$ cat config.mk
export PLATFORM = sky130hd
export DESIGN_NAME = multdiv_ctrl
export DESIGN_NICKNAME = d
export VERILOG_FILES = /design/src/rtl/multdiv_ctrl_pkg.sv /design/src/rtl/dffe_ref.sv /design/src/rtl/md_watchdog.sv /design/src/rtl/multdiv_ctrl.sv
export SDC_FILE = /design/constraint.sdc
export NUM_CORES = 1
export LEC_CHECK = 0
export ABC_AREA = 1
export CAP_MARGIN = 15
export CORE_MARGIN = 2
export CORE_UTILIZATION = 35
export CTS_CLUSTER_SIZE = 24
export DETAILED_ROUTE_END_ITERATION = 10
export PLACE_DENSITY_LB_ADDON = 0.3
export SETUP_SLACK_MARGIN = 0.02
export SLEW_MARGIN = 20
export SYNTH_ARGS = -nofsm -noshare
export SYNTH_HDL_FRONTEND = slang
export SYNTH_SLANG_ARGS = --single-unit
$ cat constraint.sdc
create_clock -name clock -period 1.3 [get_ports clock]
set_input_delay 0.26 -clock clock [delete_from_list [all_inputs] [get_ports clock]]
set_output_delay 0.26 -clock clock [all_outputs]
set_load 0.005 [all_outputs]
$ cat src/rtl/multdiv_ctrl_pkg.sv
// Shared definitions for the multiply/divide issue controller: state
// encoding, operation codes and the result-capture record.
package multdiv_ctrl_pkg;

  localparam logic [1:0] S_IDLE  = 2'd0;
  localparam logic [1:0] S_START = 2'd1;
  localparam logic [1:0] S_BUSY  = 2'd2;
  localparam logic [1:0] S_DONE  = 2'd3;

  localparam logic OP_MULT = 1'b0;
  localparam logic OP_DIV  = 1'b1;

  // Result captured at the end of BUSY and replayed during DONE.
  typedef struct packed {
    logic [31:0] data;
    logic        exc;
  } md_capture_t;

endpackage

$ cat src/rtl/dffe_ref.sv
// Enabled D register with synchronous active-high reset. It is used for the
// operand, destination and opcode latches of the controller.
module dffe_ref #(
  parameter int W = 1
) (
  input  logic         clock,
  input  logic         reset,
  input  logic         en,
  input  logic [W-1:0] d,
  output logic [W-1:0] q
);

  genvar gi;
  generate
    for (gi = 0; gi < W; gi++) begin : g_bit
      logic bit_reg;

      // One flop per bit: clear on reset, load when enabled, else hold.
      always_ff @(posedge clock) begin
        if (reset) begin
          bit_reg <= 1'b0;
        end else if (en) begin
          bit_reg <= d[gi];
        end
      end

      assign q[gi] = bit_reg;
    end
  endgenerate

endmodule

$ cat src/rtl/md_watchdog.sv
// Cycle counter guarding the BUSY state. It is cleared while the unit is
// being started and counts BUSY cycles; expired flags the last allowed one.
module md_watchdog
  import multdiv_ctrl_pkg::*;
#(
  parameter int TIMEOUT = 48,
  parameter int CNT_W   = 6
) (
  input  logic             clock,
  input  logic             reset,
  input  logic             clr,
  input  logic             en,
  output logic [CNT_W-1:0] count,
  output logic             expired
);

  logic [CNT_W-1:0] count_reg;

  // Clear has priority over counting so every operation starts from zero.
  always_ff @(posedge clock) begin
    if (reset || clr) begin
      count_reg <= '0;
    end else if (en) begin
      count_reg <= count_reg + 1'b1;
    end
  end

  assign count   = count_reg;
  // count is 0 in the first BUSY cycle, so this fires in BUSY cycle TIMEOUT.
  assign expired = (count_reg == CNT_W'(TIMEOUT - 1));

endmodule

$ cat src/rtl/multdiv_ctrl.sv
// Issue/interlock controller between the execute stage and the shared
// iterative multiply/divide unit. It accepts one request at a time, pulses
// the unit start control, stalls the pipeline until the unit is ready (or the
// watchdog expires) and then presents a one-cycle register-file writeback.
module multdiv_ctrl
  import multdiv_ctrl_pkg::*;
#(
  parameter int TIMEOUT = 48,
  parameter int CNT_W   = 6
) (
  input  logic        clock,
  input  logic        reset,
  input  logic        start_mult,
  input  logic        start_div,
  input  logic [31:0] opA,
  input  logic [31:0] opB,
  input  logic [4:0]  rd,
  input  logic        kill,
  output logic [31:0] md_operandA,
  output logic [31:0] md_operandB,
  output logic        md_ctrl_MULT,
  output logic        md_ctrl_DIV,
  input  logic [31:0] md_result,
  input  logic        md_exception,
  input  logic        md_resultRDY,
  output logic        stall,
  output logic        wb_valid,
  output logic [4:0]  wb_rd,
  output logic [31:0] wb_data,
  output logic        wb_exception
);

  logic [1:0]       state_reg, state_next;
  md_capture_t      cap_reg, cap_next;
  logic             req, accept, op_in;
  logic             in_idle, in_start, in_busy, in_done, wb_fire;
  logic [31:0]      opa_q, opb_q;
  logic [4:0]       rd_q;
  logic             op_q;
  logic             wd_expired;
  // The raw count is only useful for debug probing; control uses expired.
  logic [CNT_W-1:0] wd_count_unused;

  assign req      = start_mult | start_div;
  assign in_idle  = (state_reg == S_IDLE);
  assign in_start = (state_reg == S_START);
  assign in_busy  = (state_reg == S_BUSY);
  assign in_done  = (state_reg == S_DONE);
  assign accept   = in_idle & req;
  // Multiply wins when both requests are raised together.
  assign op_in    = start_mult ? OP_MULT : OP_DIV;

  dffe_ref #(.W(32)) u_opa_latch (
    .clock(clock), .reset(reset), .en(accept), .d(opA), .q(opa_q)
  );

  dffe_ref #(.W(32)) u_opb_latch (
    .clock(clock), .reset(reset), .en(accept), .d(opB), .q(opb_q)
  );

  dffe_ref #(.W(5)) u_rd_latch (
    .clock(clock), .reset(reset), .en(accept), .d(rd), .q(rd_q)
  );

  dffe_ref #(.W(1)) u_op_latch (
    .clock(clock), .reset(reset), .en(accept), .d(op_in), .q(op_q)
  );

  md_watchdog #(.TIMEOUT(TIMEOUT), .CNT_W(CNT_W)) u_watchdog (
    .clock   (clock),
    .reset   (reset),
    .clr     (in_start),
    .en      (in_busy),
    .count   (wd_count_unused),
    .expired (wd_expired)
  );

  // State and result-capture registers.
  always_ff @(posedge clock) begin
    if (reset) begin
      state_reg <= S_IDLE;
      cap_reg   <= '0;
    end else begin
      state_reg <= state_next;
      cap_reg   <= cap_next;
    end
  end

  // Next state: kill abandons START/BUSY; in BUSY the unit's ready beats the
  // watchdog, which substitutes a zero result flagged as an exception.
  always_comb begin
    state_next = state_reg;
    cap_next   = cap_reg;
    case (state_reg)
      S_IDLE: begin
        if (req) begin
          state_next = S_START;
        end
      end
      S_START: begin
        // Ready is deliberately ignored here: it may be left over from a
        // previous, abandoned operation.
        state_next = kill ? S_IDLE : S_BUSY;
      end
      S_BUSY: begin
        if (kill) begin
          state_next = S_IDLE;
        end else if (md_resultRDY) begin
          state_next    = S_DONE;
          cap_next.data = md_result;
          cap_next.exc  = md_exception;
        end else if (wd_expired) begin
          state_next    = S_DONE;
          cap_next.data = '0;
          cap_next.exc  = 1'b1;
        end
      end
      default: begin
        state_next = S_IDLE;
      end
    endcase
  end

  assign md_operandA  = opa_q;
  assign md_operandB  = opb_q;
  assign md_ctrl_MULT = in_start & (op_q == OP_MULT);
  assign md_ctrl_DIV  = in_start & (op_q == OP_DIV);

  // Stall drops in DONE so the dependent instruction issues right after
  // writeback; a request waiting in DONE is only seen once back in IDLE.
  assign stall = accept | in_start | in_busy;

  // Writes to r0 are suppressed unless they carry an exception.
  assign wb_fire      = in_done & ((rd_q != 5'd0) | cap_reg.exc);
  assign wb_valid     = wb_fire;
  assign wb_rd        = wb_fire ? rd_q : 5'd0;
  assign wb_data      = wb_fire ? cap_reg.data : 32'd0;
  assign wb_exception = wb_fire & cap_reg.exc;

endmodule
== After elaboration in Yosys (flattened, before gate mapping) ==
Index checks and enable logic that the tools add are counted.
Widths: inputs -> output; s select.

* Register bits: 111
* Word-level logic and storage cells: 109
* Output and inout port bits: 106

* Equality and inequality tests: 6
* Multiplexer cells: 11
* Add/subtract/negate cells: 1
* Reductions and logical operators: 6
* Bitwise gates (word level): 11

{| class="wikitable"
|+ Operators by type and width
! operator !! number
|-
| $mux 33 || 2
|-
| $mux 32 || 1
|-
| $mux 2 || 5
|-
| $add 6x1->6 const B || 1
|-
| $eq 6x6->1 const B || 1
|-
| $pmux 2 s3 || 1
|-
| $and 1x1->1 || 5
|-
| $mux 5 || 1
|-
| $reduce_bool 5->1 || 1
|-
| $eq 2x2->1 const B || 2
|-
| $ne 4x3->1 const B || 1
|-
| $or 1x1->1 || 4
|-
| $reduce_and 3->1 || 1
|-
| $eq 2x1->1 const B || 1
|-
| $logic_not 2->1 || 1
|-
| $ne 2x2->1 const B || 1
|-
| $not 1->1 || 2
|-
| $reduce_and 2->1 || 1
|-
| $reduce_bool 2->1 || 1
|-
| $logic_or 1x1->1 || 1
|-
| $mux 1 || 1
|}

== Logic depth before layout (Yosys ltp) ==
Gate-level depths: netlist of run 1.

* Word-level depth: 5
* Mapped depth: 8
* Gate-level depth less buffers: 8

== Modules after synthesis ==
From an unflattened synthesis of run 1, not the netlist that was laid out.

* Cell total of the unflattened synthesis: 817
* Area total of the unflattened synthesis: 5577.8 sq um

{| class="wikitable"
|+ By module, submodules not included
! module !! times used !! seq. area each (sq um) !! area an instance (sq um) !! cells each
|-
| dffe_ref (u_opa_latch ...) || 2 || 640.6 || 1579.0 || 235
|-
| multdiv_ctrl || 1 || 700.7 || 1859.3 || 267
|-
| md_watchdog || 1 || 120.1 || 269.0 || 36
|-
| dffe_ref (u_rd_latch) || 1 || 100.1 || 246.5 || 37
|-
| dffe_ref (u_op_latch) || 1 || 20.0 || 45.0 || 7
|}

== Worst setup path before layout of run 1 ==
OpenSTA, ideal clock, no wires.

* Path type: flip-flop to flip-flop
* From: reg u_watchdog.count_reg[0] (netlist: u_watchdog.count[0])
* To: reg cap_reg[10] (netlist bit)
* Stages on the path, launching flop included: 8
* Setup time: 0.143 ns
* Buffers on the path: 1
* Data arrival time: 1.140 ns
* Path slack: 0.017 ns
* Data required time: 1.157 ns
* Period minus slack after synthesis: 1.283 ns
* Cells stage by stage: dfxtp_1 -> ha_1 -> nand3_1 -> o21bai_1 -> nand2_2 -> buf_2 -> nand2_1 -> a21oi_2

* Word-level cells in the longest chain between the ends: 3

{| class="wikitable"
|+ RTL lines
! what !! line !! RTL
|-
| start, declared || md_watchdog.sv:17 || <nowiki>logic [CNT_W-1:0] count_reg;</nowiki>
|-
| start signal, assigned || md_watchdog.sv:24 || <nowiki>count_reg <= count_reg + 1'b1;</nowiki>
|-
| $eq 6x6->1 || md_watchdog.sv:30 || <nowiki>assign expired = (count_reg == CNT_W'(TIMEOUT - 1));</nowiki>
|-
| $reduce_bool 2->1 (no line) || n/a ||
|-
| $reduce_and 3->1 (no line) || n/a ||
|-
| end signal, assigned || multdiv_ctrl.sv:85 || <nowiki>cap_reg <= cap_next;</nowiki>
|-
| end, declared || multdiv_ctrl.sv:34 || <nowiki>md_capture_t cap_reg, cap_next;</nowiki>
|}

Every way passes these cells.
A chain may end at the register's enable or synchronous reset.

== Final worst setup path of run 1 ==
* From: reg u_rd_latch.g_bit[2].bit_reg
* To: out wb_data[27]

* Word-level cells in the longest chain between the ends: 4

{| class="wikitable"
|+ RTL lines
! what !! line !! RTL
|-
| start, declared || dffe_ref.sv:16 || <nowiki>logic bit_reg;</nowiki>
|-
| start signal, assigned || dffe_ref.sv:23 || <nowiki>bit_reg <= d[gi];</nowiki>
|-
| $reduce_bool 5->1 || multdiv_ctrl.sv:134 || <nowiki>assign wb_fire = in_done & ((rd_q != 5'd0) | cap_reg.exc);</nowiki>
|-
| $or 1x1->1 || multdiv_ctrl.sv:134 ||
|-
| $and 1x1->1 || multdiv_ctrl.sv:134 ||
|-
| $mux 32 || multdiv_ctrl.sv:137 || <nowiki>assign wb_data = wb_fire ? cap_reg.data : 32'd0;</nowiki>
|-
| end, declared || multdiv_ctrl.sv:29 || <nowiki>output logic [31:0] wb_data,</nowiki>
|}

Every way passes these cells.

==> impl_results.md, run 1 <==
- CP Max Fanout: 6
- Fraction of synthesized area in multiplexers: 0
- Die height: ~120 um
- Worst path cell trace: nor2_4 > nand4_1 > nand2_2 > buf_6 > buf_12 > buf_16 > nor2_1 > buf_2
- Hold Fails Final Rpt: 0
- Least-Margin Pin Slew: about 0.23 ns
- CTS root buf: clkbuf_16
- Port bufs: around 210
- EDFF count, synth: 0
- Worst R2R Path Depth: 12
- PnR Total Power: around 9.5 mW
- Sw frac: 0.2703
- IO Pins: roughly 210
- Int Pwr: between 6 and 7 mW
- Synth-to-Final Area Change: 87.44%
- Worst skew pair latency: 0.35 ns
- Finished layout cell area: between 9000 and 10,000 sq um
- Final nets: around 990
- Global-route wire length before repair: around 25 mm
- RSZ-0062 raised after global routing: yes
- Worst path bufs/invs: 4
- Peak VDD IR: about 0.55 mV
- Total of max-cap violations: 0
- Post-Synth Simple-Gate Area: 0.2250
- Layout cells sized above 1: 0.4853
- DRC violations left: 0
- Tmin final: between 1.5 and 2 ns
- Setup crit start kind: register
- Logic pwr share: 0.278
- CP max-delay cell: dfxtp_2
- Number of CTS-inserted buffers: 9
- Hold Buf Count CTS: 0
- CTS tree: yes
- Worst R2R Start: state_reg[0]
- Mean Syn Cell Area: between 7 and 8 sq um
- RD Place Congestion: 0.7309
- Final WL: between 15 and 20 mm
- Via density: 4.583
- Setup violations, final: 150
- Row cnt: between 40 and 50
- CP endpoint kind: primary output
- Synth cell types: 25
- R2r setup slk: -0.35 ns
- Synth Area in Adders: 0.002543
- Leakage: between 3 and 4 nW
- Net Count, Synth: ~770
- Vias: around 5,000
- Max FFs per register: 33
- Cell area after synthesis: around 5000 sq um
- Most common cell in the netlist: nor2_1
- Clk_skew: 0.008442 ns
- Clock power share: 0.313
- Hold Path Stages: 4
- Reg2reg end: cap_reg[6]
- Largest delay share family, worst path: buffers and inverters
- H-Tree Depth: 3
- Sequential fraction of design power: 0.409
- DP Area: around 7000 sq um
- Pwr dens: between 1000 and 1500 nW/um^2
- Antenna viol nets, final: 0
- GR Util All Layers: 0.2121
- Failing checks: setup timing
- Die W: around 120 um
- Clock buffer depth: 2
- Vias in the first global route: between 4,000 and 5,000
- Period utilisation layout: 1.395
- Clock Pin Slew Worst Setup and Hold Paths: approximately 0.08 ns
- Hold Startpoint: reset
- Yosys top cell area share: 0.4516
- Crit path kind: register to primary output
- Cell taking the most area after synthesis: dfxtp_1
- Synth Area in Compound Gates: 0.1386
- Largest net degree at the start of global routing: 39
- Initial antenna violation count: 0
- Synth warn: 0
- DRT iter0 DRCs: roughly 200
- Levels on crit path: 8
- Grt total ovfl: 0
- Yosys reg bits: 111
- WL/cell: between 15 and 20 um
- Switch Pwr: between 2 and 3 mW
- Critical path required time: approximately 1.0 ns
- Slew HR: 0.8434
- Number of antenna diodes: 0
- Status: finished, violations left
- Main combinational cell family by area after synthesis: simple AND/OR/NAND/NOR gates
- Hold Path End: u_watchdog.count[0]
- Xor-xnor portion of the synthesized cell area: 0
- Top cells by count, synth: 177 x nor2_1, 111 x dfxtp_1, 75 x buf_4
- Seq/Total Area, Yosys: 0.4516
- Detailed placement HPWL: roughly 9 mm
- Core area: between 10,000 and 15,000 sq um
- Setup TNS: -46.70 ns
- TritonRoute pass-1 iters: 4
- Max-slew violations: 0
- Post-Syn Instances: 656
- Worst hold-check path type: input pin to register
- Ranking of synthesized cells by area: dfxtp_1 45%, nor2_1 14%, buf_4 11%, o21ai_0 7.1%, nand2_1 4.4%
- Final worst setup slack: -0.5140 ns
- Max Freq: ~550 MHz
- Synth async-reset ratio: 0
- CP arrival: roughly 1.6 ns
- Clock Sink Count: 111
- Crit-path max cell delay: 0.34 ns
- Starting Density: 0.3559
- Synth Flop Type: dfxtp_1
- Full die area: approximately 15,000 sq um
==> worst max-delay path by stage <==
stage / from / to / slack [ns]
finish: u_rd_latch.g_bit[2].bit_reg / wb_data[27] / -0.51
floorplan: u_watchdog.count[0] / cap_reg[10] / 0.02
detailed placement: start_mult / stall / -0.65
global route: u_rd_latch.g_bit[2].bit_reg / wb_data[27] / -0.59
global placement: start_mult / stall / -0.67
CTS: u_rd_latch.g_bit[3].bit_reg / wb_data[3] / -0.67
==> worst reg2reg max path: stages, from the launching register on <==
cell	delay [ns]
dfxtp_2	0.33
buf_6	0.11
buf_6	0.12
buf_6	0.12
inv_4	0.06
buf_6	0.10
nand2_4	0.05
nor2_4	0.11
buf_6	0.13
nand2_8	0.10
buf_16	0.20
nand2_4	0.07
a21oi_2	0.05
==> power groups by stage <==
stage | Sequential (mW) | Clock [mW] | Combinational, mW
4_1_cts | 3.83 | 3.03 | 2.48
5_1_grt | 3.93 | 3.17 | 2.85
3_5_place_dp | 3.87 | 0 | 1.70
2_1_floorplan | 3.85 | 0 | 0.944
3_3_place_gp | 3.86 | 0 | 1.69
6_report | 3.90 | 2.98 | 2.65
==> layer usage <==
metal	vias up	GRT usage	routed length, um	part of all wire
li1	2420	-	-	-
met1	2263	0.2368	6443	0.40
met2	159	0.3878	8356	0.52
met3	25	0.05344	1043	0.064
met4	0	0.07615	379	0.023
met5	-	0	0	0
==> repair_timing <==
item,CTS,global route
gates cloned,21,1
endpoints found under the setup margin,209,153
pin swaps,57,47
buffers inserted,38,15
resized for setup,509,176
==> through the flow <==
step,cells,worst slack [ns],hold slack (ns),utilization
floorplan,656,0.01717,0.3385,-
global placement,987,-0.6725,0.4462,0.5056
detailed placement,987,-0.6504,0.4508,0.5056
CTS,1060,-0.6675,0.2992,0.6355
global route,1062,-0.5898,0.3010,0.6671
finish,1062,-0.5140,0.3069,0.6671
==> area by class of cell <==
type | instances | area, sq um
timing repair buffer | 310 | 3376
sequential | 111 | 2255
inverter | 54 | 226.5
fill | 1044 | 4603
multi-input combinational | 392 | 2829
tap | 180 | 225.2
clock inverter | 4 | 70.07
clock buffer | 11 | 242.7
==> cell families (layout without fill, tap and decap cells) <==
| group | after synthesis | in the layout |
|---|---|---|
| buffers and inverters | 153 | 379 |
| AO/OA/AOI/OAI | 120 | 120 |
| AND/OR/NAND/NOR | 271 | 271 |
| flip-flops | 111 | 111 |
| adder cells (fa/ha/maj) | 1 | 1 |
==> cells in the final DEF (no fill, tap or decap), drive strengths merged, types with 2 or more instances in the layout <==
cell type,instances
clkdlybuf4s50,105
a21oi,43
inv,53
dlygate4sd2,65
dfxtp,111
nor2,181
o21ai,76
buf,136
clkbuf,15
nand3,4
clkinv,3
bufinv,2
nand2,82
(Power assumes the default switching activity.)
==> run 2: changes to the inputs <==
--- a/config.mk
+++ b/config.mk
@@ -7,7 +7,7 @@
 export LEC_CHECK = 0
 export ABC_AREA = 1
 export CAP_MARGIN = 15
-export CORE_MARGIN = 2
+export CORE_MARGIN = 5
 export CORE_UTILIZATION = 35
 export CTS_CLUSTER_SIZE = 24
 export DETAILED_ROUTE_END_ITERATION = 10
==> run 2 against run 1 <==
Against the previous run: the run still ends with setup timing left; non-clock buffer count down 2; fmax grew 3.8%; sequential share of layout area is 0.052 points lower; wire length increased by 9.8%; design area is 0.23% lower; sequential cell count did not move; first-iteration DRC count is 35% lower; combinational power up 5%; critical path type unchanged.
==> impl_results.md, run 2 (synthesized netlist as in run 1, its figures left out) <==
- RD Place Congestion: 0.7700 (+5.3%)
- Vias in the first global route: 4,926 (-0.55%)
- Worst path cell trace: nor2_2 > nand4_1 > nand2_4 > buf_6 > buf_6 > nor2_1 > buf_2
- CP endpoint kind: primary output
- Starting Density: 0.3559 (unchanged)
- DRC violations left: 0 (unchanged)
- Most common cell on crit path: buf_6
- Peak VDD IR: 0.7322 mV (+34%)
- Number of CTS-inserted buffers: 9 (unchanged)
- Max-slew violations: 0 (unchanged)
- Commonest non-fill, non-tap cell in the layout: clkdlybuf4s50_1
- CP Max Fanout: 4 (-2)
- GR Util All Layers: 0.2052 (-0.006978)
- Largest delay share family, worst path: simple AND/OR/NAND/NOR gates
- Most frequent cells in the layout: 106 x clkdlybuf4s50_1, 97 x nor2_1, 93 x dfxtp_1
- H-Tree Depth: 3 (unchanged)
- Final WL: 17.82 mm (+9.8%)
- Detailed placement HPWL: 9.646 mm (+8.4%)
- Area of the multi-input gates: 2835 sq um (+0.22%)
- IO Pins: 214 (unchanged)
- Crit path kind: register to primary output
- R2r setup slk: -0.28 ns (+0.07 ns)
- CTS root buf: clkbuf_16
- Pwr dens: 1012 nW/um^2 (-2.1%)
- Worst path bufs/invs: 3 (-1)
- Leakage: 3.822 nW (+3.0%)
- CTS tree: yes
- Worst hold-check path type: input pin to register
- Final worst setup slack: -0.4469 ns (+0.06708 ns)
- Clock Pin Slew Worst Setup and Hold Paths: 0.07 ns (about the same)
- Synth-to-Final Area Change: 87.01%
- Failing checks: setup timing
- Number of antenna diodes: 0 (unchanged)
- Antenna viol nets, final: 0 (unchanged)
- Via density: 4.629 (+1.0%)
- Total of max-cap violations: 0 (unchanged)
- DRT iter0 DRCs: 127 (-35%)
- Clock Sink Count: 111 (unchanged)
- Critical path required time: 1.04 ns (about the same)
- TritonRoute pass-1 iters: 4 (unchanged)
- Grt total ovfl: 0 (unchanged)
- Clock buffer depth: 2 (unchanged)
- Crit-path max cell delay: 0.32 ns (-0.02 ns)
- Tmin final: 1.747 ns (-0.06708 ns)
- WL/cell: 16.81 um (+10%)
- RSZ-0062 raised after global routing: yes
- Layout cells sized above 1: 0.4875 (+0.002239)
- Final nets: 985 (-0.20%)
- Clk_skew: 0.007508 ns (-0.0009335 ns)
- Global-route wire length before repair: 26.41 mm (+6.5%)
- CP arrival: 1.49 ns (-0.06 ns)
- Setup violations, final: 148 (-1.3%)
- Setup crit start kind: register
- Status: finished, violations left
- Die height: 128.6 um (+4.9%)
- Vias: 4,907 (+0.82%)
- Hold Buf Count CTS: 0 (unchanged)
- PnR Total Power: 9.316 mW (-2.3%)
- Die W: 128.6 um (+4.9%)
- Fin Hold WS: 0.2915 ns (-0.01541 ns)
- Full die area: 16,530 sq um (+10%)
- Max FFs per register: 33 (unchanged)
- Row cnt: 43 (unchanged)
- Largest net degree at the start of global routing: 40 (+2.6%)
- Period utilisation layout: 1.344 (-0.05160)
- FILL cells: 1,106 (+5.9%)
- Least-Margin Pin Slew: 0.3970 ns (+0.1645 ns)
- Max Freq: 572.4 MHz (+3.8%)
- Worst skew pair latency: 0.36 ns (about the same)
- Initial antenna violation count: 0 (unchanged)
- Core area: 13,830 sq um (unchanged)
- Slew HR: 0.7353 (-0.1080)
- CP max-delay cell: dfxtp_2
- Reg area: 2245 sq um (-0.44%)
- Hold Fails Final Rpt: 0 (unchanged)
- Port bufs: 213 (unchanged)
run 2: changes by cell type in the layout (fill, tap and decap cells not counted), moves of 11 or more:
cell / delta
nand2_4: +14
nor2_1: +24
nor2_4: -27
o21ai_0: -11
o21ai_1: -14
o21ai_2: +22
run 2: cell type report:
type | count | area share
clock inverter | 6 | 0.005574
inverter | 54 | 0.02447
timing repair buffer | 308 | 0.3690
multi-input combinational | 392 | 0.3081
tap | 180 | 0.02447
sequential | 111 | 0.2439
clock buffer | 9 | 0.02447
run 2: path summary, 6_finish.rpt:
| kind | start | to | cells after the start |
|---|---|---|---|
| worst min-delay path | reset | u_watchdog.count[3] | 4 |
| worst max register to register | state_reg[0] | u_opa_latch.g_bit[20].bit_reg | 10 |
| worst max-delay path | u_rd_latch.g_bit[2].bit_reg | wb_rd[1] | 7 |
| worst min register to register | u_opa_latch.g_bit[20].bit_reg | u_opa_latch.g_bit[20].bit_reg | 2 |
run 2: metal layers:
metal,global-route usage,vias to the layer above,wire length [um]
li1,-,2420,-
met1,0.2143,2299,6582
met2,0.3819,172,9494
met3,0.07513,16,1521
met4,0.06362,0,220
met5,0,-,0
run 2: tightest hold or removal path: cells and delay by family:
family,cells,cell delay [ns]
buf+inv,1,0.19
simple gates,3,0.15
run 2: per-stage QoR:
step / cells / util / setup slack (ns) / area, sq um / setup TNS (ns)
floorplan: 656 / - / 0.01717 / 4921 / 0
global placement: 987 / 0.5038 / -0.3912 / 6965 / -40.70
detailed placement: 987 / 0.5038 / -0.4012 / 6965 / -40.83
CTS: 1063 / 0.6371 / -0.5547 / 8810 / -60.25
global route: 1060 / 0.6656 / -0.5097 / 9203 / -49.44
finish: 1060 / 0.6656 / -0.4469 / 9203 / -40.28
run 2: power breakdown:
group          switching, mW  internal [mW]  total (mW)
Combinational           1.19           1.60        2.79
Sequential             0.174           3.68        3.85
Clock                   1.36           1.32        2.68
run 2: timing repair:
item / CTS / global route
pin swaps: 53 / 67
setup buffers: 39 / 12
setup endpoints to repair: 210 / 162
resized for setup: 532 / 160
cloned: 25 / 2
hold endpoints to repair: 0 / 0
